File: config.mk
export PLATFORM = sky130hd
export DESIGN_NAME = reg_scoreboard
export DESIGN_NICKNAME = d
export VERILOG_FILES = /design/src/rtl/reg_scoreboard.sv
export SDC_FILE = /design/constraint.sdc
export NUM_CORES = 1
export LEC_CHECK = 0
export ABC_AREA = 1
export BUFFER_PORTS_ARGS = -buffer_cell sky130_fd_sc_hd__buf_2
export CAP_MARGIN = 20
export CORE_ASPECT_RATIO = 1.1
export CORE_MARGIN = 3
export CORE_UTILIZATION = 44
export CTS_CLUSTER_DIAMETER = 30
export DETAILED_ROUTE_END_ITERATION = 8
export PLACE_DENSITY = 0.64
export SLEW_MARGIN = 0
export SYNTH_ARGS = -nofsm -noshare
export SYNTH_HDL_FRONTEND = slang
export SYNTH_SLANG_ARGS = --single-unit
File: constraint.sdc
create_clock -name clk -period 2.3 [get_ports clk]
set_clock_uncertainty 0.05 [all_clocks]
set_input_delay 0.46 -clock clk [delete_from_list [all_inputs] [get_ports clk]]
set_output_delay 0.46 -clock clk [all_outputs]
set_load 0.005 [all_outputs]
File: src/rtl/reg_scoreboard.sv
// reg_scoreboard: per-register pending-write counters that stall decode on RAW hazards
// clk, reset                    clock and async active-high reset
// issue_valid/ra1/ra2/we/wa     decode-stage instruction; issue_ready = may issue this cycle
// wb_valid, wb_wa               writeback retiring a write to wb_wa
// busy_mask, idle               registers with pending writes; none pending
// underflow_err                 sticky: writeback seen with nothing pending
module reg_scoreboard #(
  parameter int CNT_W  = 2,
  parameter int N_REGS = 32
) (
  input  logic              clk,
  input  logic              reset,
  input  logic              issue_valid,
  input  logic [4:0]        issue_ra1,
  input  logic [4:0]        issue_ra2,
  input  logic              issue_we,
  input  logic [4:0]        issue_wa,
  output logic              issue_ready,
  input  logic              wb_valid,
  input  logic [4:0]        wb_wa,
  output logic [N_REGS-1:0] busy_mask,
  output logic              idle,
  output logic              underflow_err
);
  logic [N_REGS-1:0] at_max;
  logic [N_REGS-2:0] uf;
  logic              accept;
  assign busy_mask[N_REGS-1] = 1'b0;
  assign at_max[N_REGS-1]    = 1'b0;
  assign issue_ready = !(busy_mask[issue_ra1] || busy_mask[issue_ra2] || (issue_we && at_max[issue_wa]));
  assign accept      = issue_valid && issue_ready;
  assign idle        = ~|busy_mask;
  for (genvar r = 0; r < N_REGS - 1; r++) begin : g_reg
    logic [CNT_W-1:0] cnt;
    logic             inc, dec;
    assign inc          = accept && issue_we && issue_wa == 5'(r);
    assign dec          = wb_valid && wb_wa == 5'(r) && cnt != '0;
    assign uf[r]        = wb_valid && wb_wa == 5'(r) && cnt == '0;
    assign busy_mask[r] = |cnt;
    assign at_max[r]    = &cnt;
    always_ff @(posedge clk or posedge reset)
      if (reset) cnt <= '0;
      else if (inc && !dec) cnt <= cnt + 1'b1;
      else if (dec && !inc) cnt <= cnt - 1'b1;
  end
  always_ff @(posedge clk or posedge reset)
    if (reset) underflow_err <= 1'b0;
    else if (|uf) underflow_err <= 1'b1;
endmodule

== Yosys cells after proc, flatten, opt, wreduce, memory -nomap -nowiden ==
Cells that the tools add are included.

* Register bits: 63
* Input bits: 25
* Output and inout bits: 35
* Logic and storage cells: 639

* Add/subtract/negate cells: 62
* $lt $le $gt $ge: 3
* Equal/unequal tests: 60
* Mux-type cells: 68
* Reductions and logical operators: 414

{| class="wikitable"
|+ Operators by type and width
! operator !! count
|-
| logical AND 1 bit || 189
|-
| == test 5 bit (second input constant) || 30
|-
| two-way mux 2 bit || 62
|-
| nonzero test 2 bit || 62
|-
| == test 5 x 4 -> 1 bit (second input constant) || 16
|-
| logical NOT 1 bit || 64
|-
| adder 2 x 1 -> 2 bit (second input constant) || 31
|-
| logical NOT 2 bit || 31
|-
| AND reduction 2 bit || 31
|-
| OR reduction 2 bit || 31
|-
| OR reduction 62 bit || 1
|-
| subtractor 2 x 1 -> 2 bit (second input constant) || 31
|-
| == test 5 x 3 -> 1 bit (second input constant) || 8
|-
| OR reduction 31 bit || 1
|-
| == test 5 x 2 -> 1 bit (second input constant) || 4
|-
| less-than comparator 5 x 6 -> 1 bit (second input constant) || 3
|-
| binary-select mux 1 bit (select 5 bit) || 3
|-
| == test 5 x 1 -> 1 bit (second input constant) || 2
|-
| logical NOT 5 bit || 2
|-
| two-way mux 1 bit || 3
|-
| logical OR 1 bit || 2
|}

== Longest topological paths before layout ==
* Depth in word-level cells: 13
* Gate-level depth with buffers: 18
* Gate-level depth less buffers: 16

== Least setup slack after synthesis ==
OpenSTA, ideal clock, no wires.

* Kind: input port to flip-flop
* Start point: in issue_ra1[0]
* End point: reg g_reg[27].cnt[1]
* Setup time: 131 ps
* Arrival time: 2260 ps
* Required time: 2119 ps
* Path slack: -141 ps
* Stages: 18
* Path buffers: 2
* Path through: buf_4 inv_4 nand2_1 inv_2 a21oi_1 nand2_1 nand2_1 nand2_1 nand3_1 nand2_1 nor2_1 nand3_2 buf_6 nor2_2 ha_1 a21oi_1 o21ai_0 xor2_1

* Word-level cells in the longest chain between the ends: 11
* Elaborated cells between the ends (all ways): 13
* Classes of those cells: mux (3); reduce/logical (10)

{| class="wikitable"
|+ RTL lines
! item !! line !! text
|-
| start: declaration || 14 || <nowiki>input logic [4:0] issue_ra1,</nowiki>
|-
| binary-select mux 1 bit (select 5 bit) (*) || 30 || <nowiki>assign issue_ready = !(busy_mask[issue_ra1] || busy_mask[issue_ra2] || (issue_we && at_max[issue_wa]));</nowiki>
|-
| two-way mux 1 bit (implied by the code) (*) || 30 ||
|-
| logical OR 1 bit (*) (2 in series) || 30 ||
|-
| logical NOT 1 bit (*) || 30 ||
|-
| logical AND 1 bit (*) || 31 || <nowiki>assign accept = issue_valid && issue_ready;</nowiki>
|-
| logical AND 1 bit (*) (2 in series) || 36 || <nowiki>assign inc = accept && issue_we && issue_wa == 5'(r);</nowiki>
|-
| logical NOT 1 bit || 44 || <nowiki>else if (dec && !inc) cnt <= cnt - 1'b1;</nowiki>
|-
| logical AND 1 bit || 44 ||
|-
| nonzero test 2 bit (no source line) || n/a ||
|-
| end signal: assignment || 43 || <nowiki>else if (inc && !dec) cnt <= cnt + 1'b1;</nowiki>
|-
| end signal: assignment || 44 ||
|-
| end: declaration || 34 || <nowiki>logic [CNT_W-1:0] cnt;</nowiki>
|}

Every way passes the cells marked *; elsewhere a longest branch is shown, timed or not. The select of a mux whose other input is x is not followed.
A chain may end at the register's enable or synchronous reset.

== Worst setup path in the final report ==
* Start point: reg g_reg[6].cnt[0]
* End point: reg g_reg[27].cnt[1]

* Word-level cells in the longest chain between the ends: 12
* Elaborated cells between the ends (all ways): 20
* Classes of those cells: mux (7); reduce/logical (13)

{| class="wikitable"
|+ RTL lines
! item !! line
|-
| start: declaration || 34
|-
| start signal: assignment || 43
|-
| start signal: assignment || 44
|-
| OR reduction 2 bit or AND reduction 2 bit (tied branches) || 39, 40
|-
| binary-select mux 1 bit (select 5 bit) || 30
|-
| two-way mux 1 bit (implied by the code) || 30
|-
| logical OR 1 bit or logical AND 1 bit (tied branches) || 30
|-
| logical OR 1 bit (*) || 30
|-
| logical NOT 1 bit (*) || 30
|-
| logical AND 1 bit (*) || 31
|-
| logical AND 1 bit (*) (2 in series) || 36
|-
| logical NOT 1 bit || 44
|-
| logical AND 1 bit || 44
|-
| nonzero test 2 bit (no source line) || n/a
|}

Marks and branches as above.

==> run metrics <==
Clock transition at path regs=60 ps; Worst Setup Start Kind=flop; HP Class=input pin to async pin; fin area=8560 um^2; # DRC=0; Top delay family on crit path=simple AND/OR/NAND/NOR gates; largest net degree at the start of global routing=32; CP Data Arrival Time=2950 ps; # placed instances=1155; Worst R2R End=g_reg[27].cnt[1]; vias in the first global route=about 6600; clock sinks=63; grt ovf=0; WS Path Type=flop to flop; Max-slew headroom=0.667; total number of vias=6748; first-pass GRT wire length=about 36000 um; CP cell instances=buf_4 > inv_1 > o21ai_2 > nand2_1 > nor2_2 > nor2_1 > nor2_1 > nand3_1 > nand2_1 > nand2_1 > nand3_4 > buf_12 > nor2_2 > ha_1 > a21oi_1 > o21ai_1 > xor2_1; IO Pins=60; CTS Root Cell=clkbuf_16; max_cap viols=0; crit-path max cell delay=roughly 400 ps; worst-skew pair later-pin latency=340 ps; routed len/inst=20.4 um; setup slack, reg-to-reg=-490 ps; Worst Tran Pin Value=499 ps; initial antenna violation count=0; library cells used by synthesis=29; GR peak layer=met2; setup TNS=-21240 ps; share of the synthesized area in the top cell type=0.299; met3 usage=0.0788; CTS tree=done; area occupied by multi-input gates=3990 um^2; Tmin final=2790 ps; die area=approximately 13000 um^2; area leader, netlist=dfrtp_1; DP HPWL=around 17000 um; CP Capture Type=flop; most frequent CP cell=nand2_1; final hold vios=0; area of the mapped netlist=5280 um^2; Seq/Total Area, Yosys=0.299; Area Overhead vs Synth=62.2%; I/O Buffers=just under 60; # rows=41; Fillers=850; # setup viols final=64; Initial Util=0.455; total CTS buffers=9; syn_area_per_cell=6.89 um^2; Static Leak=0.00405 uW; worst-case reg-to-reg path depth=17; pwr dens=1020 nW/um^2; final worst slack=-494 ps; ant diodes=0; status=finished, violations left; htree depth=3; Synth warnings=0; Die H=121 um; DR pass1 iterations=6; DRT iter0 DRCs=744; Final GP Congestion=1.06; Mapped Cells=766; Core Area=11600 um^2; share of cells above drive strength 1=0.425; max-slew violations=0; antenna viol nets, final=0; CP required=2460 ps; FF/Latch Area=1580 um^2; Via density=5.70; Synth area leaders=dfrtp_1, nand3_1, nand2_1; Worst Path Max Fanout=18; #FFs+latches synth=63; part of the cycle the worst path needs=1.21; Peak supply drop=0.000692 V; Finished Layout Cells=1183; Placed Area=between 7000 and 8000 um^2; RSZ-0062 raised after global routing=true; CTS Buffer Depth=2; hold_buf cts=0; upper clock frequency limit=358 MHz; Final nets=around 1100; pre-CTS setup slack=-684 ps; total wire length=24100 um; Reg-to-Reg Start=g_reg[6].cnt[0]; slowest stage cell, crit path=dfrtp_1; Horiz. Die Dim=110 um; grt met1 use=0.428; All-Layer GR Usage=0.348; Worst Path Buf+Inv=3; violated checks=negative setup slack; routing usage on met2=0.582; Synth Net Count=822
## cell usage in the layout, fill, tap and decap left out, drive strengths merged
cell type,count
a21oi,40
a31oi,1
and2,1
buf,270
bufinv,1
clkbuf,13
clkinv,5
clkinvlp,1
conb,1
dfrtp,63
ha,31
inv,110
nand2,117
nand3,136
nand4,16
nor2,106
nor4,8
o2111ai,1
o21ai,49
or2,1
xnor2,43
xor2,19
## cell families (layout without fill, tap and decap cells)
| kind of cell | count (synthesis) | after routing | share of synthesized area |
|---|---|---|---|
| compound gates | 91 | 91 | 0.0872 |
| xor+xnor | 62 | 62 | 0.103 |
| fa+ha+maj | 31 | 31 | 0.0735 |
| buf+inv | 133 | 400 | 0.105 |
| flops | 63 | 63 | 0.299 |
| other cells | 1 | 1 | 0.000710 |
| simple gates | 385 | 385 | 0.333 |
## power by group
group          internal (uW)  leakage, uW  switching [uW]
logic                   2540      0.00314            2930
clock network            869     0.000140             532
registers               1580     0.000767             310
total                   4990      0.00405            3770
## per-stage QoR
step,hold WS (ps),total power [uW],util
CTS,110,8250,0.705
global placement,430,6360,0.626
finish,94.8,8760,0.738
detailed placement,442,6440,0.626
global route,141,9170,0.738
floorplan,409,3490,-
## state kept, by name (all words and copies together), names as in the netlist
name,flops
underflow_err,1
g.cnt,62
## Yosys cell counts
| library cell | n |
|---|---|
| buf_2 | 2 |
| buf_6 | 3 |
| nand3_2 | 1 |
| nand2_2 | 1 |
| inv_4 | 2 |
| xor2_1 | 19 |
| buf_4 | 6 |
| a31oi_1 | 1 |
| o2111ai_1 | 1 |
| inv_2 | 5 |
| xnor2_1 | 43 |
| clkbuf_1 | 7 |
| dfrtp_1 | 63 |
| nand3_1 | 135 |
| o21ai_0 | 49 |
| nor4_1 | 8 |
| ha_1 | 31 |
| buf_1 | 1 |
| nand4_1 | 16 |
| and2_1 | 1 |
| or2_2 | 1 |
| nand2_1 | 116 |
| conb_1 | 1 |
| clkinv_1 | 4 |
| inv_1 | 103 |
| a21oi_1 | 40 |
| nor2_4 | 2 |
| nor2_2 | 21 |
| nor2_1 | 83 |
## cell type report
class                   count  share of cell area
clock buffers              13              0.0292
clock inverters             3             0.00497
inverters                 114              0.0520
multi-input cells         570               0.466
flip-flops and latches     63               0.184
well taps                 150              0.0219
repair buffers            270               0.242
## worst register-to-register path, delay by kind of cell (launching register included)
| family | cells | cell delay, ps |
|---|---|---|
| adders and majority gates | 1 | 300 |
| buffers and inverters | 3 | 410 |
| AOI/OAI and AO/OA | 3 | 410 |
| xor gates and xnor gates | 1 | 160 |
| DFF | 1 | 400 |
| and+or+nand+nor | 9 | 930 |
## worst max-delay path by stage
stage / from / endpoint / slack, ps / depth (start not counted)
finish: g_reg[6].cnt[0] / g_reg[27].cnt[1] / -490 / 17
global route: g_reg[6].cnt[0] / g_reg[27].cnt[1] / -620 / 17
CTS: g_reg[26].cnt[1] / g_reg[18].cnt[1] / -310 / 17
detailed placement: g_reg[7].cnt[1] / g_reg[18].cnt[1] / -680 / 16
global placement: issue_ra1[0] / g_reg[18].cnt[1] / -660 / 18
floorplan: issue_ra1[0] / g_reg[27].cnt[1] / -10 / 18
## metal layers
layer	part of all wire	up-vias	wire, um
met4	0.063	0	1510
met1	0.37	3150	8920
met5	0	-	0
li1	-	3032	-
met3	0.10	127	2450
met2	0.47	439	11200
## repair_timing
action	in CTS	in global routing
cloned	1	0
resized for setup	107	73
setup buffers	7	11
pin swaps	15	30
endpoints found under the setup margin	64	64
No activity file was read; power rests on OpenSTA's default activity.
